<file path="config.mk">
export PLATFORM = sky130hd
export DESIGN_NAME = reg_file_mp
export DESIGN_NICKNAME = d
export VERILOG_FILES = /design/src/rtl/rf_pkg.sv /design/src/rtl/rf_scoreboard.sv /design/src/rtl/reg_file_mp.sv
export SDC_FILE = /design/constraint.sdc
export NUM_CORES = 2
export LEC_CHECK = 0
export BUFFER_PORTS_ARGS = -buffer_cell sky130_fd_sc_hd__buf_4
export CAP_MARGIN = 10
export CORE_UTILIZATION = 40
export CTS_CLUSTER_DIAMETER = 40
export DETAILED_ROUTE_END_ITERATION = 12
export REMOVE_ABC_BUFFERS = 1
export SETUP_SLACK_MARGIN = 0.5
export SLEW_MARGIN = 5
export SYNTH_ARGS = -nofsm -noshare
export SYNTH_HDL_FRONTEND = slang
export SYNTH_SLANG_ARGS = --single-unit
</file>
<file path="constraint.sdc">
create_clock -name clk -period 5.06 [get_ports clk]
set_input_delay 0.253 -clock clk [delete_from_list [all_inputs] [get_ports clk]]
set_output_delay 0.253 -clock clk [all_outputs]
set_load 0.1 [all_outputs]
</file>
<file path="src/rtl/rf_pkg.sv">
// Shared definitions for the multi-port integer register file.
//   REG_ZERO      : index of the hard-wired zero register
//   A0_IDX/A1_IDX : ABI argument registers, handy for directed benches
//   rf_addr_t     : register index at the default address width
//   rf_data_t     : register value at the default data width
package rf_pkg;

  localparam int ADDRESS_WIDTH_DEF = 5;
  localparam int DATA_WIDTH_DEF    = 32;

  localparam int REG_ZERO = 0;
  localparam int A0_IDX   = 10;
  localparam int A1_IDX   = 11;

  typedef logic [ADDRESS_WIDTH_DEF-1:0] rf_addr_t;
  typedef logic [DATA_WIDTH_DEF-1:0]    rf_data_t;

endpackage

</file>
<file path="src/rtl/rf_scoreboard.sv">
// Busy-bit scoreboard for issue-stage hazard checks.
//   clk, rst   : clock, synchronous active-high reset (clears every busy bit)
//   iss_valid  : per issue port, marks iss_rd busy at the next edge
//   iss_rd     : destination register per issue port
//   clr_en     : per write port, clears busy[clr_addr] at the next edge
//   clr_addr   : write address per write port
//   rd_addr    : read address per read port
//   rd_busy    : busy bit of rd_addr, from the registered vector
// Register 0 is never marked busy. A set and a clear hitting the same
// register in one cycle leave it busy: the issue is a newer producer.
module rf_scoreboard
  import rf_pkg::*;
#(
  parameter int ADDRESS_WIDTH = 5,
  parameter int NUM_RD        = 4,
  parameter int NUM_WR        = 2
) (
  input  logic                                  clk,
  input  logic                                  rst,
  input  logic [NUM_WR-1:0]                     iss_valid,
  input  logic [NUM_WR-1:0][ADDRESS_WIDTH-1:0]  iss_rd,
  input  logic [NUM_WR-1:0]                     clr_en,
  input  logic [NUM_WR-1:0][ADDRESS_WIDTH-1:0]  clr_addr,
  input  logic [NUM_RD-1:0][ADDRESS_WIDTH-1:0]  rd_addr,
  output logic [NUM_RD-1:0]                     rd_busy
);

  localparam int DEPTH = 2 ** ADDRESS_WIDTH;
  localparam logic [ADDRESS_WIDTH-1:0] ZERO_ADDR = ADDRESS_WIDTH'(REG_ZERO);

  logic [DEPTH-1:0] busy_q, busy_d, set_vec, clr_vec;

  always_comb begin
    set_vec = '0;
    clr_vec = '0;
    for (int j = 0; j < NUM_WR; j++)
      if (iss_valid[j] && iss_rd[j] != ZERO_ADDR) set_vec[iss_rd[j]] = 1'b1;
    for (int i = 0; i < NUM_WR; i++)
      if (clr_en[i] && clr_addr[i] != ZERO_ADDR) clr_vec[clr_addr[i]] = 1'b1;
    // clear first, then set, so a same-cycle issue keeps the bit
    busy_d = (busy_q & ~clr_vec) | set_vec;
  end

  always_ff @(posedge clk) begin
    if (rst) busy_q <= '0;
    else     busy_q <= busy_d;
  end

  for (genvar k = 0; k < NUM_RD; k++) begin : g_rd
    assign rd_busy[k] = busy_q[rd_addr[k]];
  end

endmodule

</file>
<file path="src/rtl/reg_file_mp.sv">
// Parametrised multi-port integer register file (NUM_RD reads, NUM_WR writes).
//   clk, rst    : clock, synchronous active-high reset
//   raddr/rdata : combinational read ports, port k at slice k
//   rready      : per read port, operand not waiting on an in-flight producer
//   we/waddr/wdata : write ports; lowest index wins on a same-address clash
//   iss_valid/iss_rd : issue ports, mark the destination busy
//   dbg_addr/dbg_data : stored-value tap, never bypassed
//   wr_conflict : registered one-cycle pulse after a same-address write clash
// Register 0 reads as zero, is never written and is never busy.
module reg_file_mp
  import rf_pkg::*;
#(
  parameter int ADDRESS_WIDTH = 5,
  parameter int DATA_WIDTH    = 32,
  parameter int NUM_RD        = 4,
  parameter int NUM_WR        = 2,
  parameter int BYPASS        = 1
) (
  input  logic                              clk,
  input  logic                              rst,
  input  logic [NUM_RD*ADDRESS_WIDTH-1:0]   raddr,
  output logic [NUM_RD*DATA_WIDTH-1:0]      rdata,
  output logic [NUM_RD-1:0]                 rready,
  input  logic [NUM_WR-1:0]                 we,
  input  logic [NUM_WR*ADDRESS_WIDTH-1:0]   waddr,
  input  logic [NUM_WR*DATA_WIDTH-1:0]      wdata,
  input  logic [NUM_WR-1:0]                 iss_valid,
  input  logic [NUM_WR*ADDRESS_WIDTH-1:0]   iss_rd,
  input  logic [ADDRESS_WIDTH-1:0]          dbg_addr,
  output logic [DATA_WIDTH-1:0]             dbg_data,
  output logic                              wr_conflict
);

  localparam int DEPTH = 2 ** ADDRESS_WIDTH;
  localparam logic [ADDRESS_WIDTH-1:0] ZERO_ADDR = ADDRESS_WIDTH'(REG_ZERO);

  if (NUM_RD < 1 || NUM_RD > 8 || NUM_WR < 1 || NUM_WR > 4 ||
      ADDRESS_WIDTH < 1 || DATA_WIDTH < 1 || (BYPASS != 0 && BYPASS != 1)) begin : g_param_chk
    $error("reg_file_mp: parameter out of range");
  end

  logic [NUM_RD-1:0][ADDRESS_WIDTH-1:0] ra;
  logic [NUM_RD-1:0][DATA_WIDTH-1:0]    rd;
  logic [NUM_WR-1:0][ADDRESS_WIDTH-1:0] wa;
  logic [NUM_WR-1:0][DATA_WIDTH-1:0]    wd;
  logic [NUM_WR-1:0][ADDRESS_WIDTH-1:0] ir;

  assign ra    = raddr;
  assign wa    = waddr;
  assign wd    = wdata;
  assign ir    = iss_rd;
  assign rdata = rd;

  logic [DEPTH-1:0][DATA_WIDTH-1:0] mem_q;
  logic [NUM_WR-1:0]                wr_live;
  logic                             conflict;
  logic                             conflict_q;
  logic [NUM_RD-1:0]                rd_busy;

  // a write only counts when it targets a real register
  for (genvar i = 0; i < NUM_WR; i++) begin : g_live
    assign wr_live[i] = we[i] && (wa[i] != ZERO_ADDR);
  end

  always_comb begin
    conflict = 1'b0;
    for (int i = 0; i < NUM_WR; i++)
      for (int j = i + 1; j < NUM_WR; j++)
        if (wr_live[i] && wr_live[j] && wa[i] == wa[j]) conflict = 1'b1;
  end

  // Walk ports high to low: the last nonblocking assignment to an entry
  // sticks, which hands a same-address clash to the lowest port.
  always_ff @(posedge clk) begin
    if (rst) begin
      mem_q      <= '0;
      conflict_q <= 1'b0;
    end else begin
      for (int i = NUM_WR - 1; i >= 0; i--)
        if (wr_live[i]) mem_q[wa[i]] <= wd[i];
      conflict_q <= conflict;
    end
  end

  assign wr_conflict = conflict_q;
  assign dbg_data    = (dbg_addr == ZERO_ADDR) ? '0 : mem_q[dbg_addr];

  rf_scoreboard #(
    .ADDRESS_WIDTH (ADDRESS_WIDTH),
    .NUM_RD        (NUM_RD),
    .NUM_WR        (NUM_WR)
  ) u_sb (
    .clk       (clk),
    .rst       (rst),
    .iss_valid (iss_valid),
    .iss_rd    (ir),
    .clr_en    (we),
    .clr_addr  (wa),
    .rd_addr   (ra),
    .rd_busy   (rd_busy)
  );

  for (genvar k = 0; k < NUM_RD; k++) begin : g_rd
    logic                  fwd_hit;
    logic [DATA_WIDTH-1:0] fwd_data;

    // same-cycle forward, lowest write port has priority
    always_comb begin
      fwd_hit  = 1'b0;
      fwd_data = '0;
      for (int i = NUM_WR - 1; i >= 0; i--)
        if (wr_live[i] && wa[i] == ra[k]) begin
          fwd_hit  = 1'b1;
          fwd_data = wd[i];
        end
    end

    if (BYPASS == 1) begin : g_byp
      assign rd[k]     = fwd_hit ? fwd_data
                       : (ra[k] == ZERO_ADDR) ? '0 : mem_q[ra[k]];
      assign rready[k] = !rd_busy[k] || fwd_hit;
    end else begin : g_nobyp
      logic unused_fwd;
      assign unused_fwd = fwd_hit ^ (^fwd_data);
      assign rd[k]      = (ra[k] == ZERO_ADDR) ? '0 : mem_q[ra[k]];
      assign rready[k]  = !rd_busy[k];
    end
  end

endmodule

</file>
# --- After elaboration in Yosys (flattened, before gate mapping) ---
# Index checks and enable logic that the tools add are counted.
classes:
  n_addsub: 0
  n_mul: 0
  n_div: 0
  n_lt_le_gt_ge: 13
  n_eq_ne: 9
  n_shift: 0
  n_mux: 65
  n_bitwise: 5
  n_reduce_logical: 35
op_table:
  columns: ["op", "count"]
  rows:
  - ["$mux W1024", 3]
  - ["$bwmux W1024", 2]
  - ["$mux W32", 28]
  - ["$bmux W32 S5", 5]
  - ["$demux W32 S5", 2]
  - ["$or A32 B32 Y32", 3]
  - ["$lt A5 B6 Y1 const B", 9]
  - ["$eq A5 B5 Y1", 9]
  - ["$and A32 B32 Y32", 1]
  - ["$not A32 Y32", 1]
  - ["$logic_not A5 Y1", 5]
  - ["$bmux W1 S5", 4]
  - ["$demux W1 S5", 4]
  - ["$ge A5 B1 Y1 const B", 4]
  - ["$reduce_bool A5 Y1", 4]
  - ["$logic_and A1 B1 Y1", 18]
  - ["$mux W1", 17]
  - ["$logic_not A1 Y1", 4]
  - ["$logic_or A1 B1 Y1", 4]
word_totals:
  reg_bits: 1057
  latch_bits: 0
  ram_bits: 0
  rom_bits: 0
  wordCells: 161
  mem_count: 0

# --- Logic depth before layout (Yosys ltp) ---
logic_depth:
  ltp_word: 10
  mapped_depth: 11
  mapped_depth_nobuf: 6

# --- Cells and area by module ---
# Synthesis repeated with hierarchy kept, for this count alone.
hier_totals:
  hier_cells: 9479
  hier_area_um2: 92200.9
modules_own_cells:
  columns: ["module", "n_inst", "cells_per_inst", "area_per_inst_um2", "seq_area_each_um2"]
  rows:
  - ["reg_file_mp", 1, 9104, 89099.2, 20519.7]
  - ["rf_scoreboard", 1, 375, 3101.7, 640.6]

# --- Worst setup path before layout ---
# Ideal clock, no wire load.
synth_timing:
  path_kind: "input port to output port"
  startpoint: "input raddr[15]"
  endpoint: "output rdata[99]"
  arrival_time_ns: 3.972
  required_time_ns: 4.807
  slack_ns: 0.835
  stages: 9
  path_cell_list: "buf_2 > buf_4 > buf_2 > mux2i_1 > a221oi_1 > a31oi_1 > o211ai_1 > a22oi_1 > a222oi_1"
synth_between:
  elab_chain_cells: 5
  elab_cells_between_ends: 13
  classes_between: "eq/ne: 2; mux: 8; reduce/logical: 3"
synth_lines:
  columns: ["element", "line_no", "source"]
  rows:
  - ["from (decl)", "reg_file_mp.sv:21", "input logic [NUM_RD*ADDRESS_WIDTH-1:0] raddr,"]
  - ["branches (longest 4 deep; another with $bmux W32 S5)", null, null]
  - ["$mux W32 (*)", "reg_file_mp.sv:119", "assign rd[k] = fwd_hit ? fwd_data"]
  - ["to (decl)", "reg_file_mp.sv:22", "output logic [NUM_RD*DATA_WIDTH-1:0] rdata,"]
# Mark *: on every way between the ends. The select of a mux whose other input is x is not followed.

# --- Worst setup path after layout ---
layout_timing:
  startpoint: "input raddr[16]"
  endpoint: "output rdata[98]"
# The elaborated chain is that of the path after synthesis.

==> results.yml <==
detailed_routing:
  wl_mm: 462
  drtIter0Drc: 15200
  ant_nets: 0
  drc: 0
  vias: 88600
  dr.pass1.iters: 9
  post_drt_wl_per_cell_um: 40.0
  vias_per_cell: 7.67
power_and_ir_drop:
  ir_drop_uv: 339
  p_per_area_nw_per_um2: 273
  leakage_nw: 35.8
floorplanning:
  initial_core_util: 0.403
  dieArea_um2: 229000
  core_region_area_um2: 225000
  rows: 174
  io_pins: 280
  die_h_um: 479
  dieWidth_um: 479
timing:
  relSlewSlack: 0.0486
  hold_viol: 0
  finClkSkew_ps: 0
  rsz0062_at_grt: "false"
  drv_slew: 0
  finalCriticalPeriod_ps: 4530
  hold_ws_ps: 65.4
  max_freq_ghz: 0.221
  worst_pin_slew_ps: 1420
  finalSetupViolCount: 0
  timing.final.crit_share: 0.896
finish:
  seqCellArea_um2: 21200
  areaGrowthSynthToFinish_pct: 13.8
  drive_gt1_frac: 0.283
  final_nets: 8480
  final_common_cell: "mux4_2"
  multi_input_area_um2: 65100
  layout_common_cells: "mux4_2, nor2_1, dfxtp_1"
  fillers: 20600
  fin_util: 0.459
clocking:
  ctsHtreeMaxLevel: 4
  cts_buffers: 207
  cts_resized: 0
  clockBufferDepth: 3
  path_clk_slew_ps: 50
  clk_latency_ps: 890
  cts_root_buf: "clkbuf_16"
  clock-sinks: 1057
  cts_tree: "built"
grt:
  grt_max_degree: 155
  met2_usage: 0.543
  antenna_found_initial: 28
  grt_pass1_vias: 84400
  busiest_layer: "met2"
  grt_pass1_wl_mm: 648
  gr-usage-all-layers: 0.392
  grt_util_met1: 0.469
  grt_use_met3: 0.180
  overflow: 0
status:
  status: "finished, final reports clean"
yosys:
  synth_edf_count: 0
  synth_fa_ha_area_frac: 0
  ys_seq_area_frac: 0.233
  synthMuxAreaShare: 0.458
  synth_top_family_by_area: "multiplexers"
  yosys.area_share.simple: 0.107
  avgSynthCellArea_um2: 10.4
  yosysUniqueCellTypes: 62
  async_flop_share: 0
  synth-compound-area-share: 0.140
  synth_xor_area_frac: 0.00434
  synth_ff_type: "dfxtp_1"
  syn_inst: 8766
  netlist_area_um2: 90900
  synth-seq-cells: 1057
  yosys_warnings: 0
place:
  gp_congestion: 0.956
  io_buffers: 279
  place.detailed.hpwl_mm: 270
critical_path:
  crit_buf_inv: 3
  cp-start-kind: "input port"
  cp_slowest_cell: "a21o_2"
  slowest_delay_ps: 1020
  crit_type: "in2out"
  arrival_ps: 4280
  crit_family: "compound AO/OA/AOI/OAI gates"
  endpoint_kind: "output port"
  cp_cell_sequence: "buf_4, buf_4, nor2_1, a21o_2, a21oi_1, nor3_1, o21ai_1, buf_4"
  path_common_cell: "buf_4"
  crit_fanout: 16
  required_ps: 4810
worst_hold_path:
  hp-class: "in2reg"
run:
  maxCapViolCount: 0
==> layout make-up <==
type | count | area share
Multi-Input combinational cell | 6426 | 0.629
Sequential cell | 1057 | 0.204
Timing Repair Buffer | 662 | 0.0589
Clock buffer | 252 | 0.0552
Tap cell | 2992 | 0.0362
Clock inverter | 136 | 0.0152
Inverter | 11 | 0.000447
Antenna cell | 14 | 0.000339
==> where the power goes <==
group          leakage (nW)  switching, W  internal [W]
sequential             8.54      0.000249       0.00850
combinational          23.8       0.00342       0.00156
clock                  3.48       0.00545       0.00906
==> worst reg2reg max path, cell delays in order, from the launching register on <==
cell and delay [ps]:
dfxtp_1 500, nand2_1 80, a311oi_1 310, dlygate4sd3_1 590
==> synth_stat cells (6+ instances only) <==
library cell	instances	area, um2
a221o_1	63	631
a222oi_1	6	60.1
mux2_2	6	67.6
xor2_1	23	201
o21ai_1	32	160
mux2i_1	1017	10200
a311oi_1	318	2790
buf_2	237	1190
nor3_2	8	80.1
clkbuf_1	825	3100
nor3b_1	6	45.0
nor3_1	42	210
a31oi_1	15	93.8
nor2_1	1085	4070
a221oi_1	86	753
o21ai_0	43	215
nand4_1	9	56.3
inv_1	9	33.8
a22oi_1	161	1210
buf_4	30	225
nand2b_1	11	68.8
buf_6	7	78.8
dfxtp_1	1057	21200
and3_1	8	50.1
a21oi_1	143	716
xnor2_1	22	193
a211oi_1	693	5200
nand3b_1	11	82.6
o21a_1	29	218
nand2_1	543	2040
buf_1	173	649
mux4_2	1392	31400
nor2b_1	102	638
o211ai_1	33	248
o22ai_1	38	238
a32oi_1	10	87.6
nand3_1	425	2130
==> logic make-up after synthesis <==
logic type,Yosys count
AO/OA/AOI/OAI,1685
multiplexers,2415
buffers and inverters,1283
AND/OR/NAND/NOR,2281
flip-flops,1057
XOR/XNOR,45
==> repair_timing <==
item                                    CTS  global route
setup endpoints to repair                 0             1
endpoints found under the hold margin  1027             0
hold buffers                            122             0
setup buffers                             0             1
==> per-layer routing <==
layer  up-vias  wire length, um
li1      34100                -
met1     43400           153000
met2      8661           187000
met3      2375            77500
met4        32            43900
met5         -              215
==> stage by stage <==
stage | cells | TNS, ps | instance area, um2 | setup WS (ps) | power, W
floorplan | 7494 | -193070 | 85700 | -1490 | 0.0111
global placement | 11000 | 0 | 94900 | 809 | 0.0136
detailed placement | 11000 | 0 | 94900 | 712 | 0.0136
CTS | 11500 | 0 | 103000 | 599 | 0.0280
global route | 11500 | 0 | 103000 | 625 | 0.0287
finish | 11600 | 0 | 103000 | 528 | 0.0282
==> state kept, by name, summed over array words and instances (netlist names) <==
register	cells
mem_q	1024
u_sb.busy_q	32
wr_conflict	1
==> worst paths after layout <==
check,from,end,cells past startpoint,slack [ps]
worst min-delay path,waddr[3],mem_q[126],4,70
worst max-delay path,raddr[16],rdata[98],8,530
worst min register to register,mem_q[28],mem_q[28],1,520
worst max register to register,mem_q[534],mem_q[534],3,3520
(Power assumes the default switching activity.)
